===== src/rtl/game_ctrl_pkg.sv =====
// Shared definitions for the game front-end controller.
// Holds the 2-bit FSM state encoding.
package game_ctrl_pkg;

  typedef enum logic [1:0] {
    ST_IDLE  = 2'd0,
    ST_RUN   = 2'd1,
    ST_PAUSE = 2'd2,
    ST_OVER  = 2'd3
  } state_e;

endpackage


===== src/rtl/game_ctrl_fsm_btn_debounce.sv =====
// One button channel: 2-flop synchroniser, run-length debouncer,
// registered stable level and one-cycle rising press pulse.
module btn_debounce #(
  parameter int HOLD_CYCLES = 30000
) (
  input  logic clk,
  input  logic rst,
  input  logic raw,
  output logic stable,
  output logic press
);

  localparam int CW = $clog2(HOLD_CYCLES);
  localparam logic [CW-1:0] CMAX = CW'(HOLD_CYCLES - 1);

  logic          s1_q;
  logic          s2_q;
  logic          stable_q;
  logic          press_q;
  logic [CW-1:0] cnt_q;

  always_ff @(posedge clk) begin
    if (rst) begin
      s1_q     <= 1'b0;
      s2_q     <= 1'b0;
      stable_q <= 1'b0;
      press_q  <= 1'b0;
      cnt_q    <= '0;
    end else begin
      s1_q    <= raw;
      s2_q    <= s1_q;
      press_q <= 1'b0;
      // cnt tracks how long the synced level has disagreed
      if (s2_q == stable_q) begin
        cnt_q <= '0;
      end else if (cnt_q == CMAX) begin
        stable_q <= s2_q;
        press_q  <= s2_q;
        cnt_q    <= '0;
      end else begin
        cnt_q <= cnt_q + 1'b1;
      end
    end
  end

  assign stable = stable_q;
  assign press  = press_q;

endmodule


===== src/rtl/game_ctrl_fsm.sv =====
// Game front-end: debounced buttons plus IDLE/RUN/PAUSE/OVER FSM
// with speed latching while idle.
module game_ctrl_fsm
  import game_ctrl_pkg::*;
#(
  parameter int                 NUM_BTN     = 3,
  parameter int                 HOLD_CYCLES = 30000,
  parameter int                 SPEED_W     = 3,
  parameter logic [NUM_BTN-1:0] START_MASK  = {NUM_BTN{1'b1}},
  parameter int                 RESET_BTN   = 0
) (
  input  logic               clk,
  input  logic               rst,
  input  logic [NUM_BTN-1:0] btn_raw,
  input  logic [SPEED_W-1:0] speed,
  input  logic               stop,
  input  logic               game_over,
  output logic [NUM_BTN-1:0] btn_stable,
  output logic [NUM_BTN-1:0] btn_press,
  output logic [SPEED_W-1:0] speed_out,
  output logic               speed_enable,
  output logic               run_active,
  output logic [1:0]         state
);

  for (genvar i = 0; i < NUM_BTN; i++) begin : g_btn
    btn_debounce #(
      .HOLD_CYCLES(HOLD_CYCLES)
    ) u_db (
      .clk   (clk),
      .rst   (rst),
      .raw   (btn_raw[i]),
      .stable(btn_stable[i]),
      .press (btn_press[i])
    );
  end

  state_e             state_q;
  logic [SPEED_W-1:0] speed_q;
  logic               en_q;
  logic               run_q;
  logic               rbtn;

  assign rbtn = btn_press[RESET_BTN];

  always_ff @(posedge clk) begin
    if (rst) begin
      state_q <= ST_IDLE;
      speed_q <= '0;
      en_q    <= 1'b0;
      run_q   <= 1'b0;
    end else begin
      unique case (state_q)
        ST_IDLE: begin
          speed_q <= speed;
          if (btn_stable == START_MASK) begin
            state_q <= ST_RUN;
            en_q    <= 1'b1;
            run_q   <= 1'b1;
          end
        end
        ST_RUN: begin
          if (game_over) begin
            state_q <= ST_OVER;
            en_q    <= 1'b0;
            run_q   <= 1'b0;
          end else if (stop) begin
            state_q <= ST_PAUSE;
            run_q   <= 1'b0;
          end
        end
        ST_PAUSE: begin
          if (game_over) begin
            state_q <= ST_OVER;
            en_q    <= 1'b0;
          end else if (!stop) begin
            state_q <= ST_RUN;
            run_q   <= 1'b1;
          end else if (rbtn) begin
            state_q <= ST_IDLE;
            en_q    <= 1'b0;
          end
        end
        ST_OVER: begin
          if (rbtn) state_q <= ST_IDLE;
        end
        default: begin
          state_q <= ST_IDLE;
          en_q    <= 1'b0;
          run_q   <= 1'b0;
        end
      endcase
    end
  end

  assign state        = state_q;
  assign speed_out    = speed_q;
  assign speed_enable = en_q;
  assign run_active   = run_q;

endmodule


===== config.mk =====
export PLATFORM = sky130hd
export DESIGN_NAME = game_ctrl_fsm
export DESIGN_NICKNAME = d
export VERILOG_FILES = /design/src/rtl/game_ctrl_pkg.sv /design/src/rtl/game_ctrl_fsm_btn_debounce.sv /design/src/rtl/game_ctrl_fsm.sv
export SDC_FILE = /design/constraint.sdc
export NUM_CORES = 1
export LEC_CHECK = 0
export BUFFER_PORTS_ARGS = -buffer_cell sky130_fd_sc_hd__buf_2
export CAP_MARGIN = 20
export CORE_ASPECT_RATIO = 0.7
export CORE_MARGIN = 2
export CORE_UTILIZATION = 59
export DETAILED_ROUTE_END_ITERATION = 10
export GPL_ROUTABILITY_DRIVEN = 0
export PLACE_DENSITY = 0.84
export SETUP_SLACK_MARGIN = 0.4
export SYNTH_ARGS = -nofsm -noshare
export SYNTH_HDL_FRONTEND = slang
export SYNTH_SLANG_ARGS = --single-unit

===== constraint.sdc =====
create_clock -name clk -period 2 [get_ports clk]
set_input_delay 0.2 -clock clk [delete_from_list [all_inputs] [get_ports clk]]
set_output_delay 0.2 -clock clk [all_outputs]
set_load 0.01 [all_outputs]

==> reports/qor.csv, run 1 <==
metric,value,unit
status,finished clean,
hp-class,in2reg,
synth.area.top_cells,"dfxtp_1, xnor2_1, nor2_1",
vias,2308,
via_per_inst,5.71,
grtUsageTotal,22.6,%
period_share,87.9,%
r2r-end,g_btn[2].u_db.stable$_SDFFE_PP0P_,
detail_route.wl_per_cell,15.0,µm
yosys_warnings,0,
finClkSkew,0.0102,ns
nFillCells,338,
die_h,62.1,µm
portBuffers,22,
rsz0062_at_grt,true,
synth_flop_cell,dfxtp_1,
overflow,0,
ant_nets,0,
insertedDiodeCount,0,
reg2reg_from,g_btn[2].u_db.cnt_q[11]$_SDFF_PP0_,
cts-htree-levels,3,
syn_area,2850,µm²
synth_area_leader_cell,dfxtp_1,
setup_viol,0,
synthTopCellsByCount,"dfxtp_1, nor2_1, xnor2_1",
drtIter0Drc,150,
drtPass1Iterations,5,
start_util,60.5,%
worstPathCellList,"or4bb_1, or4_4, mux2i_1, nor2_1",
crit_fanout,5,
worstMarginPinSlew,0.442,ns
ys_seq_area_share,45.0,%
hold_start,btn_raw[0],
critical_path_class,reg2reg,
worst-r2r-setup-slack,0.24,ns
max_cap_violations,0,
endpoint_kind,register,
synthArstFlopShare,0,%
stdcell_area,3330,µm²
p_leak,1.10,nW
clk_latency,0.34,ns
cp.required,2.21,ns
row_count,21,
peakVddDrop,525,µV
hold_depth,2,
die_area,5410,µm²
clockRootBuffer,clkbuf_8,
drt-total-wl,6.07,mm
die_w,87.0,µm
min_period,1.76,ns
synth_nets,331,
yosysTopAreaCellShare,45.0,%
grt_pass1_vias,2071,
ys_ff_latch,64,
placed_area,2960,µm²
synth_cell_types,40,
nets,360,
drc,0,
cts_inserted_buffers,9,
start_kind,register,
power_density,815,nW/µm²
route.met3.wl,384,µm
synth.most_common_cell,dfxtp_1,
finalMaxSlewViolations,0,
fmax,0.569,GHz
rr_worst_depth,4,
power,2.71,mW
route.met2.wl,2.64,mm
pin_count,23,
clock_sinks,64,
multiInputGateArea,1570,µm²
grt_pass1_wl,9.54,mm
tns,0,ns
slowest_stage,or4_4,
core-area,4700,µm²
hpwl,3.78,mm
max_slew_margin,70.5,%
syn2layout_area_growth,16.9,%
register_area,1300,µm²
drive_above_1_share,21.6,%
worstPathArrival,1.97,ns
worstHoldEndpoint,g_btn[0].u_db.s1_q$_SDFF_PP0_,
synth_edf_count,0,
hold_viol_final,0,
antenna_found_initial,0,
met1_length,2.94,mm
clk_path_buf_depth,2,
avgSynthCellArea,9.09,µm²
path_clk_slew,0.07,ns
top_layer,met4,
slowest_delay,0.56,ns
grt_max_degree,25,
cts_tree,built,
syn_inst,313,
[critical path, delay by kind of cell (launching register included)]
kind | cells | cell delay [ns]
AND/OR/NAND/NOR | 3 | 1.09
flip-flops | 1 | 0.34
multiplexers | 1 | 0.19
[power by group]
group | internal (mW) | total (mW) | switching [mW]
Combinational | 0.130 | 0.275 | 0.146
Clock | 0.607 | 1.10 | 0.490
Sequential | 1.31 | 1.34 | 0.0263
Total | 2.05 | 2.71 | 0.662
[registers in the layout, summed over array words and instances (netlist names)]
signal and flops:
speed_out 3, g_btn.u_db.cnt_q 45, run_active 1, g_btn.u_db.press 3
state 2, g_btn.u_db.s2_q 3, g_btn.u_db.s1_q 3, g_btn.u_db.stable 3
speed_enable 1
[worst max path at each step]
stage	startpoint	endpoint	cells past startpoint
after floorplan	g_btn[2].u_db.cnt_q[4]$_SDFF_PP0_	g_btn[2].u_db.cnt_q[14]$_SDFF_PP0_	5
after global placement	g_btn[2].u_db.cnt_q[4]$_SDFF_PP0_	g_btn[2].u_db.cnt_q[4]$_SDFF_PP0_	4
after detailed placement	g_btn[2].u_db.cnt_q[4]$_SDFF_PP0_	g_btn[2].u_db.cnt_q[5]$_SDFF_PP0_	4
after CTS	g_btn[2].u_db.cnt_q[14]$_SDFF_PP0_	g_btn[2].u_db.cnt_q[5]$_SDFF_PP0_	4
after global routing	g_btn[1].u_db.cnt_q[1]$_SDFF_PP0_	g_btn[1].u_db.stable$_SDFFE_PP0P_	6
final	g_btn[2].u_db.cnt_q[11]$_SDFF_PP0_	g_btn[2].u_db.stable$_SDFFE_PP0P_	4
[layout make-up]
type / instances / share of cell area [%]
well taps: 57 / 2.14
clock inverters: 5 / 1.69
inverters: 7 / 0.789
clock buffers: 11 / 4.25
flip-flops and latches: 64 / 38.9
repair buffers: 29 / 4.89
multi-input cells: 231 / 47.3
[per-layer routing]
metal | vias to the layer above | GRT usage, %
met5 | - | 0
met4 | 0 | 7.42
met3 | 16 | 9.84
met2 | 76 | 32.2
met1 | 1084 | 30.9
li1 | 1132 | -
[metrics by stage]
step / std cells / util (%) / hold WS (ns) / setup slack, ns
after floorplan: 313 / - / 0.328 / 0.285
after global placement: 381 / 62.9 / 0.411 / 0.272
after detailed placement: 381 / 62.9 / 0.414 / 0.250
after CTS: 398 / 68.0 / 0.0476 / 0.262
after global routing: 404 / 70.8 / 0.0648 / 0.146
final: 404 / 70.8 / 0.0631 / 0.241
[cells by family after synthesis]
logic type / count (synthesis) / share of synthesized area, %
xor gates and xnor gates: 42 / 12.9
buffers and inverters: 20 / 4.26
AOI/OAI and AO/OA: 17 / 4.09
DFF: 64 / 45.0
muxes: 6 / 2.11
adders and majority gates: 8 / 3.52
and+or+nand+nor: 156 / 28.1
[what timing repair did]
action | 4_1_cts | 5_1_grt
gates cloned | 0 | 2
gates resized for setup | 10 | 20
endpoints found under the setup margin | 46 | 50
pin swaps | 2 | 8
hold buffers | 0 | 0
setup buffers | 1 | 4
[cell usage in the layout (no fill, tap or decap), types with 2 or more instances in the layout]
master    netlist  layout
ha_1            8       3
nor2_1         58      58
clkbuf_8        0      10
nand3_1        17      16
dfxtp_2         0       9
ha_4            0       2
o21a_1          2       2
nor4_2          0       4
ha_2            0       3
dfxtp_1        64      54
nand2_2         0       2
nor4bb_1        3       3
a211oi_1        2       2
and3_1          3       3
inv_1           7       6
nand2_1        18      16
a21oi_1         5       5
xor2_1          7       7
clkinv_2        0       2
nand2_4         1       3
buf_2           0      22
nor4b_1         4       3
xnor2_1        35      35
nor2b_1         6       6
mux2i_1         6       6
nand4b_1        2       2
nand4_1         8       8
o21ai_0         2       2
buf_4           6       7
nor4_1         11       7
nor3_1         16      16
No activity file was read; power rests on OpenSTA's default activity.
==> inputs of run 2 (changes only) <==
--- a/config.mk
+++ b/config.mk
@@ -8,11 +8,12 @@
 export BUFFER_PORTS_ARGS = -buffer_cell sky130_fd_sc_hd__buf_2
 export CAP_MARGIN = 20
 export CORE_ASPECT_RATIO = 0.7
-export CORE_MARGIN = 2
-export CORE_UTILIZATION = 59
+export CORE_MARGIN = 1.5
+export CORE_UTILIZATION = 61
+export CTS_BUF_LIST = sky130_fd_sc_hd__clkbuf_8
 export DETAILED_ROUTE_END_ITERATION = 10
 export GPL_ROUTABILITY_DRIVEN = 0
-export PLACE_DENSITY = 0.84
+export PLACE_DENSITY = 0.86
 export SETUP_SLACK_MARGIN = 0.4
 export SYNTH_ARGS = -nofsm -noshare
 export SYNTH_HDL_FRONTEND = slang
==> run 2 against run 1 <==
  * Sequential share of layout area is 0.25 points higher
  * Global-route usage is 0.85 points higher
  * First-iteration DRC count is 32% lower
  * Cell area is 0.45% lower
  * Combinational power is 13% higher
  * Clock-buffer cell count is 2 lower
  * Largest cell class unchanged
  * Largest power group unchanged
==> reports/qor.csv, run 2 (synthesized netlist as in run 1, its figures left out) <==
metric,value,unit
largest_reg_flops,45,
fmax,0.577,GHz
max_slew_margin,73.3,%
via_per_inst,5.69,
gr-usage-met2,37.2,%
die_area,5090,µm²
dpl.cell_count,379,
status,finished clean,
hold_depth,2,
clockPowerShare,41.1,%
insertedDiodeCount,0,
drtIter0Drc,102,
clk_latency,0.34,ns
nets,360,
p_leak,1.12,nW
rr_worst_depth,3,
worstPathCellList,"or4bb_1, or4_4, and3_2",
cp.depth,3,
path_clk_slew,0.07,ns
max_cap_violations,0,
endpoint_kind,register,
hold_viol_final,0,
portBuffers,22,
top_usage_layer,met2,
dp_slack,0.240,ns
crit_fanout,3,
regMostFlops,g_btn.u_db.cnt_q,
power_density,846,nW/µm²
detail_route.wl_per_cell,14.6,µm
grtUsageTotal,23.5,%
finalMaxSlewViolations,0,
clk_path_buf_depth,2,
power_frac_seq,47.8,%
peakVddDrop,669,µV
met1_usage,29.2,%
clock_sinks,64,
finClkSkew,0.00753,ns
drt-total-wl,5.86,mm
switching_power,0.665,mW
switching_share,23.7,%
slowest_stage,or4_4,
clockRootBuffer,clkbuf_8,
hpwl,3.58,mm
die_h,60.2,µm
rsz0062_at_grt,true,
slowest_delay,0.58,ns
grt_max_degree,15,
ctsHoldBuffers,0,
setup_viol,0,
cts-htree-levels,3,
power.internal,2.14,mW
cp.required,2.23,ns
die_w,84.6,µm
hp-class,in2reg,
tns,0,ns
power,2.80,mW
antenna_found_initial,0,
setup_slack,0.267,ns
core-area,4400,µm²
mostFrequentLayoutCells,"nor2_1, dfxtp_1, xnor2_1, buf_2, nand3_1",
drive_above_1_share,19.7,%
layout_commonest_cell,nor2_1,
period_share,86.6,%
worst-r2r-setup-slack,0.27,ns
grt_pass1_vias,2070,
worstPathArrival,1.97,ns
syn2layout_area_growth,16.4,%
cts_inserted_buffers,9,
grt_pass1_wl,9.19,mm
min_period,1.73,ns
overflow,0,
worstMarginPinSlew,0.394,ns
critical_path_class,reg2reg,
pin_count,23,
combPwrFrac,11.1,%
row_count,20,
cp_num_buf_inv,0,
cts_tree,built,
drc,0,
final_cells,401,
path_delay_family,simple AND/OR/NAND/NOR gates,
drtPass1Iterations,4,
met3_usage,9.67,%
ant_nets,0,
vias,2280,
start_kind,register,
start_util,64.6,%
run 2: cell count changes in the layout (fill, tap and decap cells not counted), moves of 2 or more:
cell | previous run | this run
nor4_1 | 7 | 10
dfxtp_2 | 9 | 5
dfxtp_1 | 54 | 56
nor4_2 | 4 | 1
dfxtp_4 | 1 | 3
run 2: layout make-up:
| class | count | area (µm²) |
|---|---|---|
| Tap cell | 55 | 68.8 |
| Clock inverter | 6 | 77.6 |
| Timing Repair Buffer | 30 | 170 |
| Multi-Input combinational cell | 230 | 1550 |
| Sequential cell | 64 | 1300 |
| Fill cell | 310 | 1090 |
| Clock buffer | 9 | 124 |
| Inverter | 7 | 26.3 |
run 2: final timing paths:
check,endpoint,start
max reg2reg,g_btn[2].u_db.cnt_q[1]$_SDFF_PP0_,g_btn[2].u_db.cnt_q[11]$_SDFF_PP0_
max,g_btn[2].u_db.cnt_q[1]$_SDFF_PP0_,g_btn[2].u_db.cnt_q[11]$_SDFF_PP0_
min reg2reg,g_btn[2].u_db.s2_q$_SDFF_PP0_,g_btn[2].u_db.s1_q$_SDFF_PP0_
min,g_btn[1].u_db.s1_q$_SDFF_PP0_,btn_raw[1]
run 2: metrics by stage:
stage                     util (%)  cell area (µm²)  hold WS, ns
after floorplan                  -             2860        0.328
after global placement        67.1             2960        0.411
after detailed placement      67.1             2960        0.424
after CTS                     72.5             3190       0.0613
after global routing          75.2             3310       0.0739
final                         75.2             3310       0.0787
run 2: power groups by stage:
stage	Clock [mW]	Sequential, mW	Combinational (mW)
5_1_grt	1.23	1.34	0.343
6_report	1.15	1.34	0.311
3_5_place_dp	0	1.36	0.236
4_1_cts	1.17	1.34	0.242
3_3_place_gp	0	1.36	0.229
2_1_floorplan	0	1.37	0.156
run 2: layer usage:
metal	up-vias	wire length [µm]	part of all wire, %
li1	1137	-	-
met1	1057	2660	45
met2	78	2770	47
met3	8	328	5.6
met4	0	102	1.7
met5	-	0	0
run 2: what timing repair did:
item,in CTS,in global routing
cloned,0,1
resized for setup,8,19
pin swaps,1,4
setup endpoints to repair,46,52
setup buffers,2,4
